[config.mk]
export PLATFORM = sky130hd
export DESIGN_NAME = pcie_tx_rd
export DESIGN_NICKNAME = d
export VERILOG_FILES = /design/src/rtl/pcie_tx_rd.sv
export SDC_FILE = /design/constraint.sdc
export NUM_CORES = 1
export LEC_CHECK = 0
export CORE_ASPECT_RATIO = 2
export CORE_MARGIN = 5
export CORE_UTILIZATION = 25
export DETAILED_ROUTE_END_ITERATION = 12
export MAX_ROUTING_LAYER = met4
export PLACE_DENSITY = 0.53
export SYNTH_ARGS = -nofsm -noshare
export SYNTH_HDL_FRONTEND = slang
export SYNTH_SLANG_ARGS = --single-unit
[constraint.sdc]
create_clock -name pcie_clk -period 4.6 [get_ports pcie_clk]
set_input_delay 1.15 -clock pcie_clk [delete_from_list [all_inputs] [get_ports pcie_clk]]
set_output_delay 1.15 -clock pcie_clk [all_outputs]
set_load 0.01 [all_outputs]
[src/rtl/pcie_tx_rd.sv]
// rtl/pcie_tx_rd.sv - DMA read request to PCIe MRd TLP transmitter on the 64-bit TRN interface
`ifndef MEM_ADDR_BITS
`define MEM_ADDR_BITS 16
`endif

module pcie_tx_rd #(
    parameter int MAX_RD_DW     = 128,
    parameter int MEM_ADDR_BITS = `MEM_ADDR_BITS
) (
    input  logic                     pcie_clk,
    input  logic                     rst_n,
    input  logic                     rd_req_v,
    output logic                     rd_req_rdy,
    input  logic [63:0]              rd_req_host_addr,
    input  logic [10:0]              rd_req_len_dw,
    input  logic [1:0]               rd_req_iface,
    input  logic [3:0]               rd_req_mem,
    input  logic [MEM_ADDR_BITS-1:0] rd_req_addr,
    input  logic [7:0]               cfg_bus_number,
    input  logic [4:0]               cfg_device_number,
    input  logic [2:0]               cfg_function_number,
    input  logic                     ort_next_tag_v,
    input  logic [3:0]               ort_next_tag,
    output logic                     ort_req_v,
    output logic [3:0]               ort_req_tag,
    output logic [1:0]               ort_req_iface,
    output logic [3:0]               ort_req_mem,
    output logic [MEM_ADDR_BITS-1:0] ort_req_addr,
    output logic                     tx_req,
    input  logic                     tx_gnt,
    output logic [63:0]              trn_td,
    output logic [7:0]               trn_trem_n,
    output logic                     trn_tsof_n,
    output logic                     trn_teof_n,
    output logic                     trn_tsrc_rdy_n,
    output logic                     trn_tsrc_dsc_n,
    input  logic                     trn_tdst_rdy_n,
    input  logic [5:0]               trn_tbuf_av,
    output logic [31:0]              stat_pcie_tx_rd_cnt,
    output logic [31:0]              stat_pcie_tx_err_cnt
);

    typedef enum logic [2:0] {IDLE, CHUNK, WAIT, HDR0, HDR1} state_t;

    state_t                   state;
    logic                     out_of_reset;
    logic [63:0]              host_addr;
    logic [10:0]              remaining;
    logic [10:0]              chunk;
    logic [1:0]               dst_iface;
    logic [3:0]               dst_mem;
    logic [MEM_ADDR_BITS-1:0] dst_addr;
    logic [3:0]               tag;
    logic [63:0]              hdr1_td;
    logic [7:0]               hdr1_trem;

    // Only the non-posted buffer flag and DW-aligned address bits matter
    logic unused_inputs;
    assign unused_inputs = &{1'b0, trn_tbuf_av[5:1], rd_req_host_addr[1:0]};

    // Chunk size: smallest of remaining length, MRd limit and DWs left in the 4 KB page
    logic [12:0] page_bytes;
    logic [10:0] page_dw;
    logic [10:0] max_dw;
    logic [10:0] chunk_next;
    always_comb begin
        page_bytes = 13'd4096 - {1'b0, host_addr[11:0]};
        page_dw    = page_bytes[12:2];
        max_dw     = 11'(MAX_RD_DW);
        chunk_next = remaining;
        if (max_dw < chunk_next)  chunk_next = max_dw;
        if (page_dw < chunk_next) chunk_next = page_dw;
    end

    // Header fields for the current chunk; 1024 DW wraps to a zero length field
    logic        is_4dw;
    logic [31:0] dw0;
    logic [31:0] dw1;
    always_comb begin
        is_4dw = |host_addr[63:32];
        dw0    = {1'b0, (is_4dw ? 2'b01 : 2'b00), 5'b00000, 1'b0, 3'b000, 4'b0000,
                  1'b0, 1'b0, 2'b00, 2'b00, chunk[9:0]};
        dw1    = {cfg_bus_number, cfg_device_number, cfg_function_number, 4'b0000,
                  ort_next_tag, ((chunk == 11'd1) ? 4'h0 : 4'hF), 4'hF};
    end

    assign rd_req_rdy     = (state == IDLE) & out_of_reset;
    assign tx_req         = ((state == WAIT) & ort_next_tag_v & trn_tbuf_av[0]) |
                            (state == HDR0) | (state == HDR1);
    assign trn_tsrc_dsc_n = 1'b1;

    // Request splitting FSM with registered TRN beats and ORT registration
    always_ff @(posedge pcie_clk or negedge rst_n) begin
        if (!rst_n) begin
            state                <= IDLE;
            out_of_reset         <= 1'b0;
            host_addr            <= '0;
            remaining            <= '0;
            chunk                <= '0;
            dst_iface            <= '0;
            dst_mem              <= '0;
            dst_addr             <= '0;
            tag                  <= '0;
            hdr1_td              <= '0;
            hdr1_trem            <= '0;
            ort_req_v            <= 1'b0;
            ort_req_tag          <= '0;
            ort_req_iface        <= '0;
            ort_req_mem          <= '0;
            ort_req_addr         <= '0;
            trn_td               <= '0;
            trn_trem_n           <= '0;
            trn_tsof_n           <= 1'b1;
            trn_teof_n           <= 1'b1;
            trn_tsrc_rdy_n       <= 1'b1;
            stat_pcie_tx_rd_cnt  <= '0;
            stat_pcie_tx_err_cnt <= '0;
        end else begin
            out_of_reset <= 1'b1;
            ort_req_v    <= 1'b0;
            case (state)
                IDLE: begin
                    if (rd_req_v && rd_req_rdy) begin
                        host_addr <= {rd_req_host_addr[63:2], 2'b00};
                        remaining <= rd_req_len_dw;
                        dst_iface <= rd_req_iface;
                        dst_mem   <= rd_req_mem;
                        dst_addr  <= rd_req_addr;
                        if (rd_req_len_dw == 11'd0)
                            stat_pcie_tx_err_cnt <= stat_pcie_tx_err_cnt + 32'd1;
                        else
                            state <= CHUNK;
                    end
                end
                CHUNK: begin
                    chunk <= chunk_next;
                    state <= WAIT;
                end
                WAIT: begin
                    if (tx_req && tx_gnt) begin
                        tag            <= ort_next_tag;
                        trn_td         <= {dw0, dw1};
                        trn_trem_n     <= 8'h00;
                        trn_tsof_n     <= 1'b0;
                        trn_tsrc_rdy_n <= 1'b0;
                        hdr1_td        <= is_4dw ? {host_addr[63:32], host_addr[31:2], 2'b00}
                                                 : {host_addr[31:2], 2'b00, 32'h0};
                        hdr1_trem      <= is_4dw ? 8'h00 : 8'h0F;
                        state          <= HDR0;
                    end
                end
                HDR0: begin
                    if (!trn_tdst_rdy_n) begin
                        ort_req_v     <= 1'b1;
                        ort_req_tag   <= tag;
                        ort_req_iface <= dst_iface;
                        ort_req_mem   <= dst_mem;
                        ort_req_addr  <= dst_addr;
                        trn_td        <= hdr1_td;
                        trn_trem_n    <= hdr1_trem;
                        trn_tsof_n    <= 1'b1;
                        trn_teof_n    <= 1'b0;
                        state         <= HDR1;
                    end
                end
                HDR1: begin
                    if (!trn_tdst_rdy_n) begin
                        trn_td              <= '0;
                        trn_trem_n          <= '0;
                        trn_teof_n          <= 1'b1;
                        trn_tsrc_rdy_n      <= 1'b1;
                        stat_pcie_tx_rd_cnt <= stat_pcie_tx_rd_cnt + 32'd1;
                        host_addr           <= host_addr + {51'b0, chunk, 2'b00};
                        dst_addr            <= dst_addr + MEM_ADDR_BITS'(chunk);
                        remaining           <= remaining - chunk;
                        state               <= (remaining == chunk) ? IDLE : CHUNK;
                    end
                end
                default: state <= IDLE;
            endcase
        end
    end

endmodule

Word-level counts from Yosys, hierarchy flattened
Cells that the tools add are included.

Logic and storage cells: 107. Input bits: 129. Flip-flop bits (word level): 354. Output and inout bits: 169.

Order comparisons: 2. Muxes and demuxes: 38. Reductions and logical operators: 21. $add $sub $neg: 6. Bitwise gates (word level): 6. Equality and inequality tests: 11.

Operators with widths (number): 64-bit 2-to-1 mux (6); 64-bit one-hot mux with 3 select lines (1); 64-bit one-hot mux with 2 select lines (1); 32-bit by 1-bit adder with 32-bit output, second input constant (2); 64-bit by 13-bit adder with 64-bit output (1); 11-bit 2-to-1 mux (4); 16-bit 2-to-1 mux (2); 16-bit one-hot mux with 2 select lines (1); 32-bit OR reduction (1); 8-bit 2-to-1 mux (3); 8-bit one-hot mux with 3 select lines (1); 11-bit one-hot mux with 2 select lines (1); 16-bit by 11-bit adder with 16-bit output (1); 3-bit 2-to-1 mux (5); 3-bit one-hot mux with 5 select lines (1); 3-bit AND reduction (5); 13-bit by 12-bit subtractor with 13-bit output, first input constant (1); 11-bit by 1-bit == test with 1-bit output, second input constant (1); 11-bit == test (1); 11-bit logical NOT (1); 11-bit < comparator (1); 8-bit by 11-bit < comparator with 1-bit output, first input constant (1); 11-bit subtractor (1); 4-bit 2-to-1 mux (2); other kinds (17) (39).

Logic depth before layout (Yosys ltp)
Depth after elaboration: 8. Mapped depth: 13. Depth with buffers taken out: 12.

Least setup slack after synthesis
OpenSTA, ideal clock, no wires.

Kind: reg-to-reg. Start: register remaining[6]. End: register chunk[7]. Cell stages (with the launch flop): 12. Clock period less this slack: 3.199 ns. Data required time: 4.450 ns. Data arrival time: 3.049 ns. Setup slack: 1.401 ns. Path through: dfrtp_1 > nor4_1 > nand2_1 > a2111oi_0 > nand2_1 > ha_1 > nand4_1 > a31oi_1 > a211oi_1 > o31ai_1 > clkbuf_1 > o221ai_1.

Longest elaborated chain between the ends: 4.

RTL lines: start: declaration (RTL line 48) `logic [10:0] remaining;`; start signal: assignment (RTL line 125) `remaining <= rd_req_len_dw;`; start signal: assignment (RTL line 175) `remaining <= remaining - chunk;`; 8-bit by 11-bit < comparator with 1-bit output (RTL line 71) `if (max_dw < chunk_next) chunk_next = max_dw;`; 11-bit 2-to-1 mux * (RTL line 71); 11-bit < comparator (RTL line 72) `if (page_dw < chunk_next) chunk_next = page_dw;`; 11-bit 2-to-1 mux * (RTL line 72); end signal: assignment (RTL line 136) `chunk <= chunk_next;`; end: declaration (RTL line 49) `logic [10:0] chunk;`.

Every way passes the cells marked *; elsewhere a longest branch is shown, timed or not. A chain may end at the register's enable or synchronous reset.

Worst setup path in the final report
Start: register state[0]. End: output tx_req.

Longest elaborated chain between the ends: 5. Elaborated cells on any way between the ends: 7. Those cells by class: 3 x eq/ne; 4 x bitwise.

RTL lines: start: declaration (RTL line 45) `state_t state;`; start signal: assignment (RTL line 176) `state <= (remaining == chunk) ? IDLE : CHUNK;`; 3-bit by 2-bit == test with 1-bit output (RTL line 88) `assign tx_req = ((state == WAIT) & ort_next_tag_v & trn_tbuf_av[0]) |`; 1-bit AND (2 in series) (RTL line 88); 1-bit OR (RTL line 88); 1-bit OR * (RTL line 89) `(state == HDR0) | (state == HDR1);`; end: declaration (RTL line 29) `output logic tx_req,`.

Marked as above.

==> results by stage <==
Detailed routing:
- In this run the top signal layer used is met4.
- The detail-routed via count per cell is 5.21.
- The wire length per cell after detailed routing is 22.8 um.
- Wire segments on met2 add up to 35300 um in the final route.
- The routed layout has 15784 vias.
- The number of remaining DRC errors is 0.
- The detailed router's first-iteration violation count is 1072.
- Before antenna repair, the detailed router went through 5 iterations.
- The final layout contains routed wiring with a total length of 69100 um.
- After detailed routing, the wire length on met1 is 25400 um.
- The number of nets with antenna violations after detailed routing is 0.
- After detailed routing, the met3 layer carries 3600 um of wire.

Timing:
- The clock period minus final worst setup slack is 3.79 ns.
- The worst path uses 82.4% of the clock period.
- The worst-case hold slack is 0.465 ns.
- For the final database, setup skew stands at 0.0221 ns.
- Measured against its own limit, the worst slew margin works out to 29.1%.
- The final count of hold timing violations is 0.
- Setup repair after global routing left no endpoint under its margin.
- The maximum clock frequency is 264 MHz.
- The post-route setup TNS is 0 ns.
- Setup violations remaining at the end of the flow were counted as 0.
- The transition time at the pin with the least slew margin is 1.06 ns.
- The number of slew-limit violations in the final report is 0.

Critical path:
- The maximum single-stage delay on the critical path is 0.71 ns.
- Walking the worst path, the cells encountered are or3b_2 > o21ai_2 > clkdlybuf4s50_1.
- Counting both buffers and inverters, the worst setup path holds a total of 1.
- In this run the worst setup path begins at state[0]$_DFFE_PN0P_.
- At the worst endpoint, the arrival time is 2.64 ns.
- By startpoint and endpoint, the worst setup path is classified as reg -> out.
- Of all nets on the critical path, the largest fanout is 16.
- The count of cell instances traversed by the critical path is 3.
- The family with the most delay on the worst path is simple AND/OR/NAND/NOR gates.
- The number of cells on the worst reg-to-reg path is 12.
- The category of the worst setup path capture point is a primary output.
- The slowest stage of the critical path belongs to the cell sky130_fd_sc_hd__or3b_2.
- The endpoint required time on the critical path is 3.45 ns.
- In this run the critical register-to-register path is launched from remaining[6]$_DFFE_PN0P_.
- The critical path launch point type is a register.

GRT:
- The largest net degree at the start of global routing is 107.
- The via count of the first global-routing pass is 15984.
- The wire length of the first global-routing pass is 103000 um.
- The number of antenna violations at the first check in global routing is 2.
- Global routing used 18.1% of the available tracks.
- The total global routing overflow is 0.

Place:
- The number of port buffers is 285.
- At the end of routability-driven placement, the weighted congestion stood at 0.914.
- The half-perimeter wire length of the detailed placement result is 51900 um.

Logic synthesis:
- The cell count after synthesis is 1860.
- A synthesized cell averages 9.43 um2.
- Yosys mapped the design onto 86 distinct sky130hd cell types.
- The cell area after technology mapping is 0.0175 mm2.
- The dominant register cell in the synthesized netlist is sky130_fd_sc_hd__dfrtp_1.
- Counting flops with a built-in enable in the synthesized netlist gives 0.
- The async set-or-reset flop fraction in the synthesized netlist is 100%.
- The Yosys step of the flow raised 0 warnings.
- The register bit count reported by yosys is 335.
- The sequential share of the synthesized area is 47.8%.

Die:
- The initialized floorplan defines 137 standard-cell rows.
- The die is 197 um wide.
- 298 I/O pins were placed.
- The floorplan core area is 0.0696 mm2.
- The initial utilization of the core area, before any placement, comes to 25.2%.
- The die covers 0.0758 mm2.
- The y dimension of the die is 384 um.

Pwr:
- For this design the ratio of total power to cell area is 645 mW/mm2.
- The worst-case IR drop observed on VDD is 294 uV.
- The design draws 14.6 mW.
- The total leakage power is 9.64 nW.

Final layout:
- The post-route core utilization is 32.4%.
- The filler cells instantiated in the layout total 7212.
- The post-synthesis to final-layout area growth is 28.8%.
- In the final design database the tool counted 2278 nets.
- The post-route netlist has 8.05% of its cells at a drive strength greater than 1.

Clocking:
- The number of gates resized after CTS is 0.
- The maximum buffer depth of the clock tree is 3.
- The clock latency on the worst-skew pair is 0.55 ns.
- Clock tree synthesis inserted a total of 36 buffers.
- The register clock-pin slew on the reported worst setup and hold paths is 0.07 ns.
- The number of buffers inserted to repair setup after CTS is 0.
- For this design, the sink count on the clock tree is 335.
- CTS placed an instance of sky130_fd_sc_hd__clkbuf_16 at the clock tree root.
- The clock tree from TritonCTS is built.
- Hold repair after CTS inserted 0 buffers.
- The maximum level of the CTS H-tree is 2.

Hold path:
- The worst hold path belongs to the class reg -> reg.
- In this run the most critical hold path is launched from trn_tsrc_rdy_n$_DFFE_PN1P_.
- The worst hold path cell count is 2.

Flow run:
- Across the run, the number of max-cap violations was 0.

Status:
- The run finished with clean final reports.
-- layer usage --
layer	GRT usage [%]	up-vias
met1	19.9	7783
met2	31.1	609
met3	2.52	169
li1	-	7223
met5	-	-
met4	10.8	0
-- cells by family after synthesis --
logic type / synth area share, %
adder cells (fa/ha/maj): 3.55
AND/OR/NAND/NOR: 20.8
XOR/XNOR: 4.15
flip-flops: 47.8
buffers and inverters: 4.87
AO/OA/AOI/OAI: 17.0
other: 0.0428
multiplexers: 1.79
-- Yosys cell counts, types with 8 or more instances --
| master | count | share of area (%) |
|---|---|---|
| sky130_fd_sc_hd__and4_1 | 14 | 0.70 |
| sky130_fd_sc_hd__nor2_1 | 100 | 2.1 |
| sky130_fd_sc_hd__o22ai_1 | 14 | 0.50 |
| sky130_fd_sc_hd__clkbuf_1 | 88 | 1.9 |
| sky130_fd_sc_hd__nor3_1 | 39 | 1.1 |
| sky130_fd_sc_hd__or4_1 | 12 | 0.51 |
| sky130_fd_sc_hd__and2_1 | 21 | 0.75 |
| sky130_fd_sc_hd__o21a_1 | 8 | 0.34 |
| sky130_fd_sc_hd__mux2_2 | 27 | 1.7 |
| sky130_fd_sc_hd__nand2_1 | 259 | 5.5 |
| sky130_fd_sc_hd__buf_1 | 8 | 0.17 |
| sky130_fd_sc_hd__xor2_1 | 24 | 1.2 |
| sky130_fd_sc_hd__a21oi_1 | 105 | 3.0 |
| sky130_fd_sc_hd__o31a_1 | 8 | 0.40 |
| sky130_fd_sc_hd__xnor2_1 | 59 | 2.9 |
| sky130_fd_sc_hd__buf_4 | 11 | 0.47 |
| sky130_fd_sc_hd__a21o_1 | 18 | 0.77 |
| sky130_fd_sc_hd__a22o_1 | 27 | 1.3 |
| sky130_fd_sc_hd__and3_1 | 21 | 0.75 |
| sky130_fd_sc_hd__or3_1 | 20 | 0.71 |
| sky130_fd_sc_hd__nand4_1 | 41 | 1.5 |
| sky130_fd_sc_hd__a211oi_1 | 13 | 0.56 |
| sky130_fd_sc_hd__dfrtp_1 | 332 | 47 |
| sky130_fd_sc_hd__a222oi_1 | 31 | 1.8 |
| sky130_fd_sc_hd__a31oi_1 | 32 | 1.1 |
| sky130_fd_sc_hd__a2bb2oi_1 | 8 | 0.40 |
| sky130_fd_sc_hd__o211ai_1 | 14 | 0.60 |
| sky130_fd_sc_hd__buf_2 | 21 | 0.60 |
| sky130_fd_sc_hd__o21ai_0 | 63 | 1.8 |
| sky130_fd_sc_hd__nand3_1 | 114 | 3.3 |
| sky130_fd_sc_hd__o22a_1 | 8 | 0.40 |
| sky130_fd_sc_hd__ha_1 | 45 | 3.2 |
| sky130_fd_sc_hd__nor4_1 | 29 | 1.0 |
| sky130_fd_sc_hd__nor2b_1 | 10 | 0.36 |
| sky130_fd_sc_hd__inv_1 | 80 | 1.7 |
-- layout by cell type (no fill, tap or decap), types with 29 or more instances in the layout --
| cell | synthesis | final |
|---|---|---|
| sky130_fd_sc_hd__inv_1 | 80 | 80 |
| sky130_fd_sc_hd__a222oi_1 | 31 | 31 |
| sky130_fd_sc_hd__nor2_1 | 100 | 97 |
| sky130_fd_sc_hd__clkdlybuf4s50_1 | 0 | 284 |
| sky130_fd_sc_hd__xnor2_1 | 59 | 59 |
| sky130_fd_sc_hd__nor4_1 | 29 | 29 |
| sky130_fd_sc_hd__clkbuf_16 | 0 | 37 |
| sky130_fd_sc_hd__nor3_1 | 39 | 39 |
| sky130_fd_sc_hd__a21oi_1 | 105 | 105 |
| sky130_fd_sc_hd__nand4_1 | 41 | 41 |
| sky130_fd_sc_hd__a31oi_1 | 32 | 32 |
| sky130_fd_sc_hd__o21ai_0 | 63 | 63 |
| sky130_fd_sc_hd__ha_1 | 45 | 45 |
| sky130_fd_sc_hd__buf_4 | 11 | 35 |
| sky130_fd_sc_hd__nand2_1 | 259 | 259 |
| sky130_fd_sc_hd__nand3_1 | 114 | 114 |
| sky130_fd_sc_hd__dfrtp_1 | 332 | 332 |
-- final cells by class --
class                   instances  area [um2]  share of cell area [%]
well taps                     903        1130                    5.00
clock inverters                15         165                   0.731
inverters                      80         300                    1.33
repair buffers                325        3220                    14.3
flip-flops and latches        335        8390                    37.1
multi-input cells            1323        8360                    37.0
clock buffers                  47        1010                    4.49
diodes                          2        5.00                  0.0222
-- worst register-to-register path, delay by kind of cell (launching register included) --
| family | cells | cell delay, ns |
|---|---|---|
| AO/OA/AOI/OAI | 5 | 1.68 |
| AND/OR/NAND/NOR | 4 | 0.65 |
| buffers and inverters | 2 | 0.52 |
| flip-flops | 1 | 0.44 |
| adder cells (fa/ha/maj) | 1 | 0.32 |
-- where the power goes --
| part | total, mW | leakage (nW) | internal [mW] | switching, mW |
|---|---|---|---|---|
| registers | 5.53 | 4.21 | 4.03 | 1.51 |
| clock network | 3.00 | 0.582 | 1.73 | 1.28 |
| logic | 6.03 | 4.85 | 2.65 | 3.38 |
| total | 14.6 | 9.64 | 8.40 | 6.17 |
-- worst paths after layout --
kind	to	slack, ns
setup / recovery	tx_req	0.81
hold / removal	trn_tsrc_rdy_n$_DFFE_PN1P_	0.47
setup reg to reg	chunk[7]$_DFFE_PN0P_	0.86
hold reg to reg	trn_tsrc_rdy_n$_DFFE_PN1P_	0.47
max in group asynchronous	stat_pcie_tx_rd_cnt[11]$_DFFE_PN0P_	2.97
min in group asynchronous	trn_td[7]$_DFFE_PN0P_	0.61
-- flip-flops by register name (all words and copies together), names as in the netlist, 2 cells and up --
name,count
trn_td,63
hdr1_td,62
host_addr,62
stat_pcie_tx_err_cnt,32
stat_pcie_tx_rd_cnt,32
dst_addr,16
ort_req_addr,16
chunk,11
remaining,11
dst_mem,4
ort_req_mem,4
ort_req_tag,4
tag,4
state,3
dst_iface,2
ort_req_iface,2
-- through the flow --
step / cells / setup slack, ns / cell area [um2]
final: 3030 / 0.807 / 22600
after global routing: 3030 / 0.446 / 22600
after CTS: 3028 / 0.749 / 22600
after detailed placement: 2966 / 0.758 / 21400
after global placement: 2966 / 0.810 / 21400
after floorplan: 1867 / 1.40 / 17600
(Power assumes the default switching activity.)
